## config.mk

```make
export PLATFORM = sky130hd
export DESIGN_NAME = handshake_rr_arbiter
export DESIGN_NICKNAME = d
export VERILOG_FILES = /design/src/rtl/handshake_rr_arbiter_pkg.sv /design/src/rtl/handshake_rr_arbiter_dff.sv /design/src/rtl/handshake_rr_arbiter.sv
export SDC_FILE = /design/constraint.sdc
export NUM_CORES = 1
export LEC_CHECK = 0
export CAP_MARGIN = 20
export CORE_MARGIN = 5
export CORE_UTILIZATION = 37
export DETAILED_ROUTE_END_ITERATION = 10
export HOLD_SLACK_MARGIN = 0.06
export PLACE_DENSITY = 0.81
export RECOVER_POWER = 25
export REMOVE_ABC_BUFFERS = 1
export SYNTH_ARGS = -nofsm -noshare
export SYNTH_HDL_FRONTEND = slang
export SYNTH_SLANG_ARGS = --single-unit
```

## constraint.sdc

```tcl
create_clock -name clk -period 5.3 [get_ports clk]
set_clock_uncertainty 0.15 [all_clocks]
set_input_delay 1.06 -clock clk [delete_from_list [all_inputs] [get_ports clk]]
set_output_delay 1.06 -clock clk [all_outputs]
set_load 0.1 [all_outputs]
```

## src/rtl/handshake_rr_arbiter_pkg.sv

```systemverilog
// Shared arbitration types and the round-robin pick helper used by the
// handshake arbiters.
package handshake_rr_arbiter_pkg;

  typedef enum logic {ARB_IDLE, ARB_LOCKED} arb_state_t;

  localparam int unsigned RR_MAX_N = 32;
  localparam int unsigned RR_IDX_W = 5;

  typedef struct packed {
    logic                found;
    logic [RR_IDX_W-1:0] index;
  } rr_pick_t;

  // First set bit of req scanning ptr, ptr+1, ... modulo n (ptr < n <= RR_MAX_N).
  function automatic rr_pick_t rr_pick(input logic [RR_MAX_N-1:0] req,
                                       input int unsigned ptr,
                                       input int unsigned n);
    rr_pick_t    r;
    int unsigned i;
    r = '0;
    for (int unsigned k = 0; k < RR_MAX_N; k++) begin
      if (k < n && !r.found) begin
        i = ptr + k;
        if (i >= n) i = i - n;
        if (req[i]) begin
          r.found = 1'b1;
          r.index = RR_IDX_W'(i);
        end
      end
    end
    return r;
  endfunction

endpackage

```

## src/rtl/handshake_rr_arbiter_dff.sv

```systemverilog
// Single-entry push/pop handshake stage; a same-cycle pop frees the slot.
module handshake_dff #(
  parameter int unsigned WIDTH = 32
) (
  input  logic             clk,
  input  logic             rst,
  input  logic [WIDTH-1:0] data_in,
  input  logic             push,
  output logic             full,
  input  logic             flush,
  output logic [WIDTH-1:0] data_out,
  output logic             data_out_valid,
  input  logic             pop,
  output logic             empty
);

  logic             has_data_q, has_data_d;
  logic [WIDTH-1:0] data_q, data_d;

  assign full           = has_data_q & ~pop;
  assign data_out       = data_q;
  assign data_out_valid = has_data_q;
  assign empty          = ~has_data_q;

  always_comb begin
    has_data_d = has_data_q;
    data_d     = data_q;
    if (push && !full) begin
      has_data_d = 1'b1;
      data_d     = data_in;
    end else if (pop) begin
      has_data_d = 1'b0;
    end
  end

  always_ff @(posedge clk) begin
    if (rst || flush) begin
      has_data_q <= 1'b0;
      data_q     <= '0;
    end else begin
      has_data_q <= has_data_d;
      data_q     <= data_d;
    end
  end

endmodule

```

## src/rtl/handshake_rr_arbiter.sv

```systemverilog
// Round-robin arbiter with optional burst lock feeding one shared
// single-entry handshake stage.
module handshake_rr_arbiter #(
  parameter int unsigned N        = 4,
  parameter int unsigned WIDTH    = 32,
  parameter int unsigned ID_WIDTH = $clog2(N)
) (
  input  logic                clk,
  input  logic                rst,
  input  logic [N*WIDTH-1:0]  data_in,
  input  logic [N-1:0]        push,
  input  logic [N-1:0]        lock,
  output logic [N-1:0]        full,
  input  logic                flush,
  output logic [WIDTH-1:0]    data_out,
  output logic [ID_WIDTH-1:0] data_out_src,
  output logic                data_out_valid,
  input  logic                pop,
  output logic                empty
);
  import handshake_rr_arbiter_pkg::*;

  arb_state_t          state_q, state_d;
  logic [ID_WIDTH-1:0] owner_q, owner_d;
  logic [ID_WIDTH-1:0] rr_ptr_q, rr_ptr_d;

  logic [RR_MAX_N-1:0] req_ext;
  rr_pick_t            pick;
  logic [ID_WIDTH-1:0] winner;
  logic                win_valid;
  logic                stage_full;
  logic                accept;
  logic [WIDTH-1:0]    sel_data;

  always_comb begin
    req_ext        = '0;
    req_ext[N-1:0] = push;
    pick           = rr_pick(req_ext, int'(rr_ptr_q), N);
    // A locked owner keeps the grant even while it is not pushing.
    if (state_q == ARB_LOCKED) begin
      winner    = owner_q;
      win_valid = push[owner_q];
    end else begin
      winner    = ID_WIDTH'(pick.index);
      win_valid = pick.found;
    end
  end

  always_comb begin
    accept   = win_valid & ~stage_full & ~(rst | flush);
    full     = '1;
    sel_data = '0;
    for (int unsigned i = 0; i < N; i++) begin
      if (winner == ID_WIDTH'(i)) begin
        full[i]  = (rst | flush) | ~(win_valid & ~stage_full);
        sel_data = data_in[i*WIDTH +: WIDTH];
      end
    end
  end

  always_comb begin
    state_d  = state_q;
    owner_d  = owner_q;
    rr_ptr_d = rr_ptr_q;
    if (accept) begin
      rr_ptr_d = (winner == ID_WIDTH'(N-1)) ? '0 : winner + ID_WIDTH'(1);
      case (state_q)
        ARB_IDLE: begin
          if (lock[winner]) begin
            state_d = ARB_LOCKED;
            owner_d = winner;
          end
        end
        ARB_LOCKED: begin
          if (!lock[owner_q]) state_d = ARB_IDLE;
        end
        default: state_d = ARB_IDLE;
      endcase
    end
  end

  always_ff @(posedge clk) begin
    if (rst) begin
      state_q  <= ARB_IDLE;
      owner_q  <= '0;
      rr_ptr_q <= '0;
    end else if (flush) begin
      state_q  <= ARB_IDLE;
      owner_q  <= '0;
    end else begin
      state_q  <= state_d;
      owner_q  <= owner_d;
      rr_ptr_q <= rr_ptr_d;
    end
  end

  handshake_dff #(
    .WIDTH(WIDTH + ID_WIDTH)
  ) u_stage (
    .clk           (clk),
    .rst           (rst),
    .data_in       ({winner, sel_data}),
    .push          (|(push & ~full)),
    .full          (stage_full),
    .flush         (flush),
    .data_out      ({data_out_src, data_out}),
    .data_out_valid(data_out_valid),
    .pop           (pop),
    .empty         (empty)
  );

endmodule

```

==> metrics.txt, run 1 <==
status=complete, no violations; post-synthesis share of cell area spent on and, or, nand and nor gates=19.4%; endpoint of the worst-slack reg-to-reg timing path=u_stage.data_out[18]$_SDFFE_PP0P_; Post-Synthesis Cells=405; most used flip-flop cell after synthesis=sky130_fd_sc_hd__dfxtp_1; Seq. cell area=801 um2; 1st-iter DRT viols=104; warning count from the yosys run=0; post-synthesis adder-cell area fraction=3.48%; Syn Area/Cell=7.09 um2; Finish-stage setup viols=0; Remaining Overflow, GRT=0; dominant combinational cell family by area after synthesis=compound AO/OA/AOI/OAI gates; RSZ-0062 raised after global routing=no; area occupied by multi-input gates=1880 um2; fraction of layout cells with a size suffix above 1=6.41%; crit path max fanout=9; buffer type at the clock tree root=sky130_fd_sc_hd__clkbuf_8; xor/xnor cell area share of the yosys netlist=0%; pins over their slew limit=0; length in cells of the worst reg-to-reg path=15; main area contributors after synthesis=sky130_fd_sc_hd__dfxtp_1 28%, sky130_fd_sc_hd__nor2_1 14%, sky130_fd_sc_hd__a21oi_1 13%; Req. time, crit path=4.09 ns; end of the worst hold path=u_stage.data_out[17]$_SDFFE_PP0P_; peak supply drop=0.148 mV; slowest cell delay on critical path=0.57 ns; register bit count reported by yosys=40; setup slack of the worst register-to-register path=1.12 ns; DP Area=4740 um2; critical path's slowest cell=sky130_fd_sc_hd__clkdlybuf4s50_1; Hold Path Stages=2; Clock Sink Count=40; Tcrit/Tclk final=91.7%; Filler Cell Count=712; WL final=10,200 um; site row count=32; total vias in the final route=3,492; number of instances resized during post-cts repair=0; total instance count after detailed placement=656; Yosys top cell area share=27.9%; ys async rst share=0%; endpoint kind of the worst setup timing path=output pin; via count of the first global-routing pass=3,412; element type at the critical path start=primary input; overall global routing resource usage=20.3%; startpoint of the most critical hold path=u_stage.data_out[17]$_SDFFE_PP0P_; first drt pass iteration count=4; number of buffers added for setup after CTS=0; area of the die=9630 um2; area growth from synthesis to layout=68.2%; Die Span X=98.1 um; Final Instance Area=4830 um2; number of buffers inserted by hold repair at cts=0; fin cells=664; WP data arrival=3.65 ns; routed len/inst=15.3 um; library cell occupying the most area in the post-synthesis netlist=sky130_fd_sc_hd__dfxtp_1; CTS buffer count=5; DR vias/cell=5.26; worst-case clock buffer depth=2; wire length of the first global-routing pass=16,100 um; multiplexer fraction of the synthesized cell area=5.23%; final critical path time including I/O delays and setup=4.86 ns; cell area after synthesis=2870 um2; Antenna Violating Nets Remaining=0; sequential share of the synthesized area=27.9%; core area=7650 um2; post-route worst setup slack=0.438 ns; max-cap violation count=0; pwr/cell area=291 nW/um2; Pleak=1.85 nW; HPWL after detailed placement=7960 um; Placement Setup Slack=0.359 ns; clock-pin transition on the worst setup and hold timing paths=0.07 ns; most common library cells after synthesis=109 x sky130_fd_sc_hd__nor2_1, 72 x sky130_fd_sc_hd__a21oi_1, 40 x sky130_fd_sc_hd__dfxtp_1, 35 x sky130_fd_sc_hd__a211oi_1, 31 x sky130_fd_sc_hd__a22oi_1; number of hold violations in the final report=0; input/output buffers=179; Max transition margin=32.0%; timing-limited maximum frequency=206 MHz; initial antenna violation count=0; net count reported at finish=709; Die Ht=98.1 um; number of antenna repair diodes=0; tightest hold margin=0.345 ns; share of the core filled with cells in the final layout=63.2%; CTS tree=done; initial core utilization=37.6%; Reg-to-Reg Start=rr_ptr_q[0]$_SDFFE_PP0P_; latest clock arrival within the worst-skew pair=0.28 ns; largest net degree at the start of global routing=66; Total Power Consumption=1.40 mW; final routed DRC violation total=0; top-level I/O count=180; final-layout setup total negative slack=0 ns; Netlist cell types=42; Final GP Congestion=0.898; most numerous cell in the Yosys netlist=sky130_fd_sc_hd__nor2_1; number of H-tree levels=2; number of flops mapped to enable cells by yosys=0; Tightest Hold Check Type=register to register; Setup Crit Path Kind=primary input to output pin; transition time at the pin with the least slew margin=1.02 ns; compound-cell area share of the yosys netlist=36.9%; cells along the critical path=clkdlybuf4s50_1 > mux4_2 > or3b_4 > a32o_1 > a31oi_4 > inv_2 > ha_1 > nand2_1 > buf_12
==> power by group <==
part	switching [mW]	total (mW)	internal, mW	leakage, nW
combinational	0.524	0.868	0.345	1.48
sequential	0.0125	0.330	0.318	0.324
clock	0.102	0.206	0.104	0.0510
total	0.638	1.40	0.766	1.85
==> registers in the layout (all words and copies together) (netlist names) <==
| signal | cells |
|---|---|
| u_stage.data_out | 34 |
| owner_q | 2 |
| rr_ptr_q | 2 |
| state_q | 1 |
| u_stage.data_out_valid | 1 |
==> layout make-up <==
class                      instances  area share [%]
inverter                           8           0.622
timing repair buffer             188            39.3
tap                              102            2.64
clock inverter                     2           0.207
clock buffer                       6            1.71
sequential                        40            16.6
multi-input combinational        318            38.9
==> per-layer routing <==
layer	up-vias	track usage, %	share of wire [%]
li1	1779	-	-
met1	1534	23.3	39
met2	156	35.0	49
met3	23	6.57	9.2
met4	0	7.45	3.1
met5	-	0	0
==> worst max path at each step <==
stage | start | endpoint | slack, ns | depth (start not counted)
floorplan | push[3] | u_stage.data_out[18]$_SDFFE_PP0P_ | -2.91 | 10
global placement | push[3] | u_stage.data_out[8]$_SDFFE_PP0P_ | 0.48 | 16
detailed placement | push[3] | u_stage.data_out[20]$_SDFFE_PP0P_ | 0.36 | 16
CTS | push[2] | full[1] | 0.45 | 9
global route | push[1] | full[1] | 0.32 | 9
finish | push[2] | full[1] | 0.44 | 9
==> cell usage in the layout (no fill, tap or decap), types with 2 or more instances in the layout <==
master,n
sky130_fd_sc_hd__a211oi_1,35
sky130_fd_sc_hd__a21oi_1,72
sky130_fd_sc_hd__a22oi_1,31
sky130_fd_sc_hd__buf_12,4
sky130_fd_sc_hd__buf_4,9
sky130_fd_sc_hd__clkbuf_8,6
sky130_fd_sc_hd__clkdlybuf4s50_1,155
sky130_fd_sc_hd__clkinv_2,2
sky130_fd_sc_hd__dfxtp_1,40
sky130_fd_sc_hd__dlygate4sd3_1,20
sky130_fd_sc_hd__ha_1,6
sky130_fd_sc_hd__ha_2,2
sky130_fd_sc_hd__inv_1,7
sky130_fd_sc_hd__mux2_2,2
sky130_fd_sc_hd__mux2i_1,6
sky130_fd_sc_hd__mux4_2,3
sky130_fd_sc_hd__nand2_1,14
sky130_fd_sc_hd__nand2b_1,2
sky130_fd_sc_hd__nor2_1,109
sky130_fd_sc_hd__nor3_1,2
sky130_fd_sc_hd__o211ai_1,2
sky130_fd_sc_hd__o21a_1,3
sky130_fd_sc_hd__o21ai_0,3
sky130_fd_sc_hd__o311a_1,3
sky130_fd_sc_hd__o31ai_1,2
==> worst max-delay path: cells and delay by family <==
| kind | cells | cell delay (ns) |
|---|---|---|
| mux | 1 | 0.50 |
| compound gates | 2 | 0.47 |
| buf+inv | 3 | 0.87 |
| fa+ha+maj | 1 | 0.23 |
| simple gates | 2 | 0.53 |
==> logic make-up after synthesis <==
group / after synthesis
compound gates: 161
fa+ha+maj: 8
buf+inv: 47
flops: 40
mux: 11
simple gates: 138
(Power assumes the default switching activity.)
==> run 2: changes to the inputs <==
--- a/config.mk
+++ b/config.mk
@@ -6,7 +6,7 @@
 export NUM_CORES = 1
 export LEC_CHECK = 0
 export CAP_MARGIN = 20
-export CORE_MARGIN = 5
+export CORE_MARGIN = 4
 export CORE_UTILIZATION = 37
 export DETAILED_ROUTE_END_ITERATION = 10
 export HOLD_SLACK_MARGIN = 0.06
==> metrics.txt, run 2 (synthesis gave the netlist of run 1 again) <==
input/output buffers=179 (unchanged); DR vias/cell=5.35 (+1.7%); Antenna Violating Nets Remaining=0 (unchanged); DP Area=4730 um2 (-0.24%); clock-pin transition on the worst setup and hold timing paths=0.07 ns (about the same); commonest cells after routing, fill and taps aside=155 x sky130_fd_sc_hd__clkdlybuf4s50_1, 109 x sky130_fd_sc_hd__nor2_1, 72 x sky130_fd_sc_hd__a21oi_1; Reg-to-Reg Start=rr_ptr_q[0]$_SDFFE_PP0P_; CTS tree=done; number of buffers inserted by hold repair at cts=0 (unchanged); 1st-iter DRT viols=108 (+3.8%); via count of the first global-routing pass=3,492 (+2.3%); initial core utilization=38.8% (+1.2 points); peak supply drop=0.131 mV (-12%); transition time at the pin with the least slew margin=1.02 ns (-0.00121 ns); buffer type at the clock tree root=sky130_fd_sc_hd__clkbuf_8; Setup Crit Path Kind=primary input to output pin; Tcrit/Tclk final=92.0% (+0.24 points); WL final=10,300 um (+1.7%); Final Instance Area=4860 um2 (+0.52%); number of hold violations in the final report=0 (unchanged); final critical path time including I/O delays and setup=4.87 ns (+0.0127 ns); number of H-tree levels=2 (unchanged); site row count=31 (-3.1%); leading cell type in the layout, fill and taps excluded=sky130_fd_sc_hd__clkdlybuf4s50_1; Die Ht=96.1 um (-2.0%); share of the core filled with cells in the final layout=65.5% (+2.4 points); HPWL after detailed placement=7990 um (+0.39%); Req. time, crit path=4.09 ns (about the same); fin cells=659 (-0.75%); Die Span X=96.1 um (-2.0%); timing-limited maximum frequency=205 MHz (-0.26%); final routed DRC violation total=0 (unchanged); number of buffers added for setup after CTS=0 (unchanged); wire length of the first global-routing pass=15,900 um (-1.3%); overall global routing resource usage=21.7% (+1.4 points); Tightest Hold Check Type=register to register; crit path max fanout=9 (unchanged); area growth from synthesis to layout=69.0%; Pleak=1.86 nW (+0.44%); setup slack of the worst register-to-register path=0.70 ns (-0.42 ns); RSZ-0062 raised after global routing=no; fraction of layout cells with a size suffix above 1=6.07% (-0.33 points); max-cap violation count=0 (unchanged); top-level I/O count=180 (unchanged); Max transition margin=32.1% (+0.069 points); worst-case clock buffer depth=2 (unchanged); first drt pass iteration count=4 (unchanged); element type at the critical path start=primary input; largest net degree at the start of global routing=66 (unchanged); Clock Sink Count=40 (unchanged); latest clock arrival within the worst-skew pair=0.28 ns (about the same); pwr/cell area=307 nW/um2 (+5.7%); number of antenna repair diodes=0 (unchanged); CP startpoint=push[3]; endpoint kind of the worst setup timing path=output pin; total vias in the final route=3,525 (+0.95%); initial antenna violation count=0 (unchanged); WP data arrival=3.66 ns (about the same); pins over their slew limit=0 (unchanged); core area=7410 um2 (-3.1%); area of the die=9240 um2 (-4.0%); CTS buffer count=5 (unchanged); number of flip-flops under the largest register name=34 (unchanged); total instance count after detailed placement=652 (-0.61%); routed len/inst=15.7 um (+2.5%); Finish-stage setup viols=0 (unchanged); length in cells of the worst reg-to-reg path=14 (-1); Final GP Congestion=0.925 (+3.0%); number of instances resized during post-cts repair=0 (unchanged); Hold Path Stages=2 (unchanged); destination of the critical timing path=full[1]; startpoint of the most critical hold path=u_stage.data_out[32]$_SDFFE_PP0P_; endpoint of the worst-slack reg-to-reg timing path=u_stage.data_out[12]$_SDFFE_PP0P_; Remaining Overflow, GRT=0 (unchanged); status=complete, no violations; net count reported at finish=708 (-0.14%)
==> run 2: through the flow <==
| step | setup TNS, ns | total power [mW] | hold WS, ns | setup slack (ns) |
|---|---|---|---|---|
| finish | 0 | 1.49 | 0.343 | 0.426 |
| detailed placement | 0 | 1.21 | 0.336 | 0.253 |
| CTS | 0 | 1.51 | 0.351 | 0.436 |
| floorplan | -97.14 | 0.934 | 0.372 | -2.91 |
| global route | 0 | 1.61 | 0.369 | 0.283 |
| global placement | 0 | 1.19 | 0.333 | 0.367 |
==> run 2: area by class of cell <==
cell class,instances,area (um2)
clock buffers,5,68.8
clock inverters,2,60.1
fillers,673,2550
inverters,8,30.0
multi-input cells,318,1880
flip-flops and latches,40,801
well taps,99,124
repair buffers,187,1890
==> run 2: report_power, final <==
part	total, mW	internal [mW]	switching [mW]
combinational	0.868	0.343	0.525
sequential	0.334	0.318	0.0163
clock	0.291	0.185	0.105
==> run 2: worst min path at each step <==
stage                                              endpoint  slack [ns]
after global placement    u_stage.data_out[32]$_SDFFE_PP0P_        0.33
after CTS                 u_stage.data_out[27]$_SDFFE_PP0P_        0.35
after global routing      u_stage.data_out[13]$_SDFFE_PP0P_        0.37
final                     u_stage.data_out[32]$_SDFFE_PP0P_        0.34
after floorplan                    rr_ptr_q[1]$_SDFFE_PP0P_        0.37
after detailed placement  u_stage.data_out[32]$_SDFFE_PP0P_        0.34
==> run 2: metal layers <==
metal	up-vias	track usage, %	wire length, um
met4	0	6.04	142
met1	1573	23.4	3730
li1	1773	-	-
met3	13	7.04	1080
met2	166	40.1	5390
met5	-	0	0
==> run 2: worst max-delay path: stages <==
cell	delay (ns)
sky130_fd_sc_hd__clkdlybuf4s50_1	0.56
sky130_fd_sc_hd__mux4_2	0.53
sky130_fd_sc_hd__or3b_4	0.40
sky130_fd_sc_hd__a32o_1	0.26
sky130_fd_sc_hd__a31oi_4	0.20
sky130_fd_sc_hd__inv_2	0.11
sky130_fd_sc_hd__ha_1	0.23
sky130_fd_sc_hd__nand2_1	0.13
sky130_fd_sc_hd__buf_12	0.19
